==> config.mk <==
export PLATFORM = sky130hd
export DESIGN_NAME = kc_dl_router_flat
export DESIGN_NICKNAME = d
export VERILOG_FILES = /design/src/rtl/kc_dl_pkg.sv /design/src/rtl/kc_dl_router_if.sv /design/src/rtl/kc_dl_packer.sv /design/src/rtl/kc_dl_router.sv /design/src/flat_wrapper.sv
export SDC_FILE = /design/constraint.sdc
export NUM_CORES = 1
export LEC_CHECK = 0
export CAP_MARGIN = 20
export CORE_MARGIN = 10
export CORE_UTILIZATION = 47
export CTS_CLUSTER_DIAMETER = 40
export DETAILED_ROUTE_END_ITERATION = 8
export GPL_TIMING_DRIVEN = 0
export PLACE_DENSITY = 0.75
export SKIP_LAST_GASP = 1
export SYNTH_ARGS = -nofsm -noshare
export SYNTH_HDL_FRONTEND = slang
export SYNTH_HIERARCHICAL = 1
export SYNTH_SLANG_ARGS = --single-unit
==> constraint.sdc <==
create_clock -name clk_sys -period 3.7 [get_ports clk_sys]
set_clock_uncertainty 0.2 [all_clocks]
set_input_delay 0.74 -clock clk_sys [delete_from_list [all_inputs] [get_ports clk_sys]]
set_output_delay 0.74 -clock clk_sys [all_outputs]
set_load 0.02 [all_outputs]
==> src/rtl/kc_dl_pkg.sv <==
// Shared types and defaults for the KC85 HPS download router.
package kc_dl_pkg;

  localparam int IDX_BASE_DEF = 1;
  localparam int TAP_SKIP_DEF = 16;

  typedef enum logic [2:0] {
    ST_IDLE,
    ST_ACTIVE,
    ST_REQ,
    ST_FLUSH,
    ST_DONE
  } kc_dl_state_t;

  function automatic int lanes(input int data_w);
    return data_w / 8;
  endfunction

endpackage

==> src/rtl/kc_dl_router_if.sv <==
// Memory write port bundle shared by all router channels; req/ack are one bit per channel.
interface kc_dl_router_if #(
  parameter int NCH    = 4,
  parameter int ADDR_W = 16,
  parameter int DATA_W = 8
);
  import kc_dl_pkg::*;

  logic [NCH-1:0]           mem_req;
  logic [ADDR_W-1:0]        mem_addr;
  logic [DATA_W-1:0]        mem_data;
  logic [lanes(DATA_W)-1:0] mem_be;
  logic [NCH-1:0]           mem_ack;

  modport master (output mem_req, mem_addr, mem_data, mem_be, input mem_ack);
  modport slave  (input mem_req, mem_addr, mem_data, mem_be, output mem_ack);

endinterface

==> src/rtl/kc_dl_packer.sv <==
// Packs payload bytes into DATA_W words: lane placement, byte-enable accumulation, word address, overflow.
module kc_dl_packer
  import kc_dl_pkg::*;
#(
  parameter int ADDR_W = 16,
  parameter int DATA_W = 8
) (
  input  logic                     clk,
  input  logic                     rst,
  input  logic                     clr,
  input  logic                     clr_be,
  input  logic                     wr,
  input  logic [7:0]               din,
  output logic [ADDR_W-1:0]        addr,
  output logic [DATA_W-1:0]        data,
  output logic [lanes(DATA_W)-1:0] be,
  output logic [ADDR_W+1:0]        len,
  output logic                     stored,
  output logic                     last,
  output logic                     drop
);

  localparam int LN = lanes(DATA_W);
  localparam int PW = ADDR_W + $clog2(LN) + 1;

  // pos saturates once its top bit sets: the next word address would not fit.
  logic [PW-1:0] pos;
  logic [PW-1:0] lane;
  logic          full;

  assign full   = pos[PW-1];
  assign lane   = pos % PW'(LN);
  assign stored = wr && !full;
  assign drop   = wr && full;
  assign last   = stored && (lane == PW'(LN - 1));
  assign len    = (ADDR_W+2)'(pos);

  always_ff @(posedge clk) begin
    if (rst || clr) begin
      pos  <= '0;
      addr <= '0;
      data <= '0;
      be   <= '0;
    end else begin
      if (clr_be) begin
        be   <= '0;
        data <= '0;
      end
      if (stored) begin
        data <= data | (DATA_W'(din) << {lane, 3'b000});
        be   <= be | (LN'(1) << lane);
        addr <= ADDR_W'(pos / PW'(LN));
        pos  <= pos + 1'b1;
      end
    end
  end

endmodule

==> src/rtl/kc_dl_router.sv <==
// kc_dl_router: demultiplexes hps_io ioctl downloads by index onto NCH packed memory write ports.
// Define KC_DL_CHECKSUM_EN to add dl_sum, the modulo-256 sum of stored bytes.
module kc_dl_router
  import kc_dl_pkg::*;
#(
  parameter int NCH      = 4,
  parameter int ADDR_W   = 16,
  parameter int DATA_W   = 8,
  parameter int IDX_BASE = IDX_BASE_DEF,
  parameter int TAP_SKIP = TAP_SKIP_DEF
) (
  input  logic              clk_sys,
  input  logic              reset,
  input  logic              ioctl_download,
  input  logic [7:0]        ioctl_index,
  input  logic              ioctl_wr,
  input  logic [24:0]       ioctl_addr,
  input  logic [7:0]        ioctl_data,
  output logic              ioctl_wait,
  kc_dl_router_if.master    mem,
  output logic [NCH-1:0]    dl_done,
  output logic [ADDR_W+1:0] dl_len,
`ifdef KC_DL_CHECKSUM_EN
  output logic [7:0]        dl_sum,
`endif
  output logic              dl_err
);

  localparam int LANES = lanes(DATA_W);
  localparam int SKW   = $clog2(TAP_SKIP + 2);

  kc_dl_state_t       state;
  logic [7:0]         ch;
  logic               valid;
  logic               end_pend;
  logic [SKW-1:0]     skip_cnt;
  logic [NCH-1:0]     req_q;
  logic [NCH-1:0]     ch_oh;
  logic [7:0]         idx_rel;
  logic               start, byte_in, skipping, ack_hit;
  logic               pk_wr, pk_stored, pk_last, pk_drop;
  logic [ADDR_W-1:0]  pk_addr;
  logic [DATA_W-1:0]  pk_data;
  logic [LANES-1:0]   pk_be;
  logic [ADDR_W+1:0]  pk_len;
  logic               unused_addr;

  // The internal byte counter is authoritative; the HPS byte address is ignored.
  assign unused_addr = ^ioctl_addr;

  assign idx_rel  = ioctl_index - 8'(IDX_BASE);
  assign ch_oh    = valid ? (NCH'(1) << ch) : '0;
  assign start    = (state == ST_IDLE) && ioctl_download;
  assign byte_in  = (state == ST_ACTIVE) && ioctl_wr;
  assign skipping = (ch == 8'd0) && (skip_cnt < SKW'(TAP_SKIP));
  assign pk_wr    = byte_in && valid && !skipping;
  assign ack_hit  = ((state == ST_REQ) || (state == ST_FLUSH)) && |(mem.mem_ack & req_q);

  kc_dl_packer #(
    .ADDR_W (ADDR_W),
    .DATA_W (DATA_W)
  ) u_packer (
    .clk    (clk_sys),
    .rst    (reset),
    .clr    (start),
    .clr_be (ack_hit),
    .wr     (pk_wr),
    .din    (ioctl_data),
    .addr   (pk_addr),
    .data   (pk_data),
    .be     (pk_be),
    .len    (pk_len),
    .stored (pk_stored),
    .last   (pk_last),
    .drop   (pk_drop)
  );

  assign mem.mem_req  = req_q;
  assign mem.mem_addr = pk_addr;
  assign mem.mem_data = pk_data;
  assign mem.mem_be   = pk_be;

  always_ff @(posedge clk_sys) begin
    if (reset) begin
      state      <= ST_IDLE;
      ch         <= '0;
      valid      <= 1'b0;
      end_pend   <= 1'b0;
      skip_cnt   <= '0;
      req_q      <= '0;
      ioctl_wait <= 1'b0;
      dl_done    <= '0;
      dl_len     <= '0;
      dl_err     <= 1'b0;
    end else begin
      dl_done <= '0;
      if (pk_drop) dl_err <= 1'b1;
      if (byte_in && skipping) skip_cnt <= skip_cnt + 1'b1;
      case (state)
        ST_IDLE: begin
          if (ioctl_download) begin
            ch       <= idx_rel;
            valid    <= idx_rel < 8'(NCH);
            skip_cnt <= '0;
            end_pend <= 1'b0;
            dl_err   <= 1'b0;
            state    <= ST_ACTIVE;
          end
        end
        ST_ACTIVE: begin
          // A byte strobed in the same cycle the download falls is still stored.
          if (pk_last) begin
            req_q      <= ch_oh;
            ioctl_wait <= 1'b1;
            end_pend   <= !ioctl_download;
            state      <= ST_REQ;
          end else if (!ioctl_download) begin
            if (pk_stored || (pk_be != '0)) begin
              req_q      <= ch_oh;
              ioctl_wait <= 1'b1;
              state      <= ST_FLUSH;
            end else begin
              dl_done <= ch_oh;
              dl_len  <= pk_len;
              state   <= ST_DONE;
            end
          end
        end
        ST_REQ, ST_FLUSH: begin
          if (!ioctl_download) end_pend <= 1'b1;
          if (ack_hit) begin
            req_q      <= '0;
            ioctl_wait <= 1'b0;
            if ((state == ST_FLUSH) || end_pend || !ioctl_download) begin
              dl_done <= ch_oh;
              dl_len  <= pk_len;
              state   <= ST_DONE;
            end else begin
              state <= ST_ACTIVE;
            end
          end
        end
        ST_DONE: state <= ST_IDLE;
        default: state <= ST_IDLE;
      endcase
    end
  end

`ifdef KC_DL_CHECKSUM_EN
  always_ff @(posedge clk_sys) begin
    if (reset || start) dl_sum <= '0;
    else if (pk_stored) dl_sum <= dl_sum + ioctl_data;
  end
`endif

endmodule

==> src/flat_wrapper.sv <==
// flat-port wrapper written by rule: the top's interface ports become plain ports
module kc_dl_router_flat import kc_dl_pkg::*;
#(
  parameter int NCH      = 4,
  parameter int ADDR_W   = 16,
  parameter int DATA_W   = 8,
  parameter int IDX_BASE = IDX_BASE_DEF,
  parameter int TAP_SKIP = TAP_SKIP_DEF
)
  (clk_sys, reset, ioctl_download, ioctl_index, ioctl_wr, ioctl_addr, ioctl_data, ioctl_wait, dl_done, dl_len, dl_err, mem_mem_req, mem_mem_addr, mem_mem_data, mem_mem_be, mem_mem_ack);
  kc_dl_router_if #(.NCH(NCH), .ADDR_W(ADDR_W), .DATA_W(DATA_W)) mem_i ();
  input  logic clk_sys;
  input  logic reset;
  input  logic ioctl_download;
  input  logic [7:0] ioctl_index;
  input  logic ioctl_wr;
  input  logic [24:0] ioctl_addr;
  input  logic [7:0] ioctl_data;
  output logic ioctl_wait;
  output logic [NCH-1:0] dl_done;
  output logic [ADDR_W+1:0] dl_len;
  output logic dl_err;
  output wire logic [$bits(mem_i.mem_req)-1:0] mem_mem_req;
  output wire logic [$bits(mem_i.mem_addr)-1:0] mem_mem_addr;
  output wire logic [$bits(mem_i.mem_data)-1:0] mem_mem_data;
  output wire logic [$bits(mem_i.mem_be)-1:0] mem_mem_be;
  input wire logic [$bits(mem_i.mem_ack)-1:0] mem_mem_ack;
  assign mem_mem_req = mem_i.mem_req;
  assign mem_mem_addr = mem_i.mem_addr;
  assign mem_mem_data = mem_i.mem_data;
  assign mem_mem_be = mem_i.mem_be;
  assign mem_i.mem_ack = mem_mem_ack;
  kc_dl_router #(.NCH(NCH), .ADDR_W(ADDR_W), .DATA_W(DATA_W), .IDX_BASE(IDX_BASE), .TAP_SKIP(TAP_SKIP)) u_core (.clk_sys(clk_sys), .reset(reset), .ioctl_download(ioctl_download), .ioctl_index(ioctl_index), .ioctl_wr(ioctl_wr), .ioctl_addr(ioctl_addr), .ioctl_data(ioctl_data), .ioctl_wait(ioctl_wait), .mem(mem_i), .dl_done(dl_done), .dl_len(dl_len), .dl_err(dl_err));
endmodule
==> impl_metrics.py <==
metrics = {
    "run_status": {
        "outcome": "complete, no violations",
    },
    "pwr": {
        "clkPwrFrac": 0.401,
        "power_density_nw_per_um2": 390.1,
        "switching_share": 0.2360,
        "power_leakage_nw": 1.622,
        "combinationalPowerShare": 0.072,
        "p_sw_mw": 0.4328,
        "p_int_mw": 1.401,
        "vdd_drop_max_uv": 227.5,
        "p_seq_frac": 0.527,
    },
    "synthesis": {
        "synth.area.top_cells": "dfxtp_1 49%, nand2_1 5.2%, a22o_1 4.9%",
        "synth.avg_cell_area_um2": 8.991,
        "synth_nets": 450,
        "synth-edff-count": 0,
        "postSynthCellCount": 398,
        "ys.flop_type": "dfxtp_1",
        "syn_area_um2": 3578,
        "synth_top_area_frac": 0.4923,
        "synthArstFlopShare": 0,
        "ys_types": 55,
        "yosys.area.top_type": "dfxtp_1",
        "yosys_warnings": 6,
        "yosysSeqAreaShare": 0.4923,
        "synth_seq_cells": 88,
    },
    "setup_path": {
        "critPathKind": "in -> reg",
        "cp_max_fo": 23,
        "required_ns": 3.75,
        "worstPathArrival_ns": 3.59,
        "crit_path_end_kind": "flop",
        "startpoint_type": "input port",
        "reg2reg_slack_ns": 0.18,
    },
    "routing": {
        "post_drt_wl_per_cell_um": 15.32,
        "vias": 3177,
        "drt_iter0_drc": 151,
        "wl_met1_mm": 3.801,
        "route.detailed.drc": 0,
        "drtPass1Iterations": 5,
        "ant_nets": 0,
        "top_layer": "met4",
        "wl_met2_mm": 4.455,
        "route.met3.wl_um": 643,
        "vias_per_cell": 5.403,
        "wl_mm": 9.006,
    },
    "floorplan": {
        "die_height_um": 107.3,
        "die-area_um2": 11500,
        "core-area_um2": 7331,
        "ios": 102,
        "die_width_um": 107.3,
        "start_util": 0.4881,
        "rows": 31,
    },
    "timing": {
        "fmax_mhz": 281.8,
        "tns_ns": 0,
        "relSlewSlack": 0.4307,
        "hold_ws_ns": 0.2561,
        "hold_violations": 0,
        "setup_viol": 0,
        "slew_violations": 0,
        "rsz0062_at_grt": "no",
        "post-route-period-util": 0.9591,
        "worst_slew_pin_slew_ns": 0.8517,
        "period_needed_ns": 3.549,
    },
    "clock_tree": {
        "cts.path.max_buffers": 2,
        "cts_setup_buffers": 0,
        "cts_tree": "built",
        "cts-root-buf": "clkbuf_8",
        "htreeDepth": 3,
        "cts.sinks": 88,
        "clk-insertion-delay-late_ns": 0.36,
        "cts_buffers": 9,
        "clkTransAtPathRegs_ns": 0.09,
    },
    "hold_path": {
        "hp-class": "reg -> reg",
    },
    "cells_and_area": {
        "diodes": 0,
        "utilization": 0.6414,
        "drive_above_1_share": 0.08589,
        "nFillCells": 650,
        "areaGrowthSynthToFinish_pct": 31.40,
        "finalNetCount": 536,
    },
    "global_routing": {
        "grt_first_pass_wirelength_mm": 14.94,
        "grt_overflow": 0,
        "grt_pass1_vias": 3092,
        "grt_max_degree": 17,
        "grtUsageTotal": 0.1602,
        "grt_antenna_before_repair": 0,
    },
    "placement": {
        "gp_routability_congestion": 0.8375,
        "io_buffers": 76,
        "dp_hpwl_mm": 6.646,
    },
    "flow_run": {
        "cap_violations": 0,
    },
}
-- state kept, by name, indices dropped and copies added (netlist names) --
signal	cells
u_core/u_packer/pos	17
u_core/end_pend	1
u_core/ioctl_wait	1
u_core/mem.mem_req	4
u_core/valid	1
u_core/u_packer/data	8
u_core/state	3
u_core/dl_err	1
u_core/u_packer/addr	16
u_core/skip_cnt	5
u_core/ch	8
u_core/dl_done	4
u_core/u_packer/be	1
u_core/dl_len	18
-- power groups by stage --
stage	Combinational (mW)	Clock (mW)	Sequential [mW]
6_report	0.132	0.736	0.966
5_1_grt	0.144	0.800	0.968
4_1_cts	0.130	0.753	0.966
3_5_place_dp	0.128	0	0.988
3_3_place_gp	0.126	0	0.988
2_1_floorplan	0.0759	0	0.987
-- layout by cell type (no fill, tap or decap), types with 4 or more instances in the layout --
| cell type | n |
|---|---|
| dfxtp_1 | 88 |
| clkdlybuf4s50_1 | 76 |
| nand2_1 | 50 |
| nor2_1 | 44 |
| a21oi_1 | 26 |
| a22o_1 | 20 |
| nor3_1 | 16 |
| inv_1 | 11 |
| xnor2_1 | 11 |
| clkbuf_8 | 9 |
| clkbuf_1 | 8 |
| o21ai_0 | 8 |
| xor2_1 | 8 |
| a22oi_1 | 8 |
| a211oi_1 | 7 |
| nand4_1 | 7 |
| nand2b_1 | 6 |
| nor2b_1 | 6 |
| buf_4 | 6 |
| nor4_1 | 5 |
| buf_2 | 4 |
| or4_1 | 4 |
| nand3_1 | 4 |
| mux2_2 | 4 |
-- metrics by stage --
stage	area (um^2)	total power [mW]	cells	setup WS, ns
after CTS	4700	1.849	589	0.02189
after global routing	4702	1.912	588	0.03086
after detailed placement	4463	1.116	573	-0.5395
after floorplan	3578	1.063	398	0.3761
after global placement	4463	1.114	573	-0.5470
final	4702	1.834	588	0.1513
-- synth_stat cells, types with 2 or more instances --
| cell | instances |
|---|---|
| dfxtp_1 | 88 |
| nand2_1 | 50 |
| nor2_1 | 44 |
| a21oi_1 | 26 |
| a22o_1 | 20 |
| nor3_1 | 16 |
| inv_1 | 11 |
| xnor2_1 | 11 |
| a22oi_1 | 8 |
| clkbuf_1 | 8 |
| o21ai_0 | 8 |
| xor2_1 | 8 |
| a211oi_1 | 7 |
| nand4_1 | 7 |
| buf_2 | 6 |
| nand2b_1 | 6 |
| nor2b_1 | 6 |
| buf_4 | 5 |
| nor4_1 | 5 |
| a211o_1 | 4 |
| mux2_2 | 4 |
| nand3_1 | 4 |
| or4_1 | 4 |
| a31oi_1 | 3 |
| and2_1 | 3 |
| ha_1 | 3 |
| buf_6 | 2 |
| o211a_1 | 2 |
| or2_2 | 2 |
| or3_1 | 2 |
-- worst paths after layout --
| path | from | end | cells after the start |
|---|---|---|---|
| worst max register to register | u_core/ch[7] | u_core/dl_len[4] | 12 |
| worst max-delay path | ioctl_wr | u_core/dl_len[4] | 14 |
| worst min register to register | u_core/u_packer/addr[14] | u_core/u_packer/addr[14] | 2 |
| worst min-delay path | u_core/u_packer/addr[14] | u_core/u_packer/addr[14] | 2 |
-- repair_timing --
action | in CTS | in global routing
hold endpoints to repair | 0 | 0
hold buffers | 0 | 0
resized for setup | 3 | 4
endpoints found under the setup margin | 14 | 16
-- logic make-up (layout without fill, tap and decap cells) --
logic type,Yosys count,in the layout,synth area share
simple gates,161,161,0.2182
flops,88,88,0.4923
compound gates,87,87,0.1689
buf+inv,34,125,0.04720
xor+xnor,19,19,0.04650
mux,5,5,0.01538
fa+ha+maj,3,3,0.01049
other cells,1,1,0.001048
-- per-layer routing --
metal | up-vias | track usage
met2 | 97 | 0.2666
met3 | 8 | 0.05090
li1 | 1574 | -
met1 | 1498 | 0.1893
met5 | - | 0
met4 | 0 | 0.05706
-- final cells by class --
type / instances / area [um^2] / share of cell area
Sequential cell: 88 / 1762 / 0.3747
Multi-Input combinational cell: 276 / 1662 / 0.3534
Timing Repair Buffer: 76 / 760.7 / 0.1618
Clock buffer: 9 / 123.9 / 0.02634
Tap cell: 99 / 123.9 / 0.02634
Buffer: 21 / 121.4 / 0.02581
Clock inverter: 7 / 101.3 / 0.02155
Inverter: 12 / 47.55 / 0.01011
-- worst max-delay path, cell delays in order --
cell	delay [ns]
clkdlybuf4s50_1	0.40
nor4bb_2	0.19
nand2_1	0.11
a31oi_2	0.06
nand2b_1	0.13
inv_1	0.06
buf_4	0.21
buf_4	0.16
or4_1	0.43
or4_1	0.42
o211a_1	0.16
buf_6	0.15
buf_6	0.14
a22o_1	0.23
(Power assumes the default switching activity.)
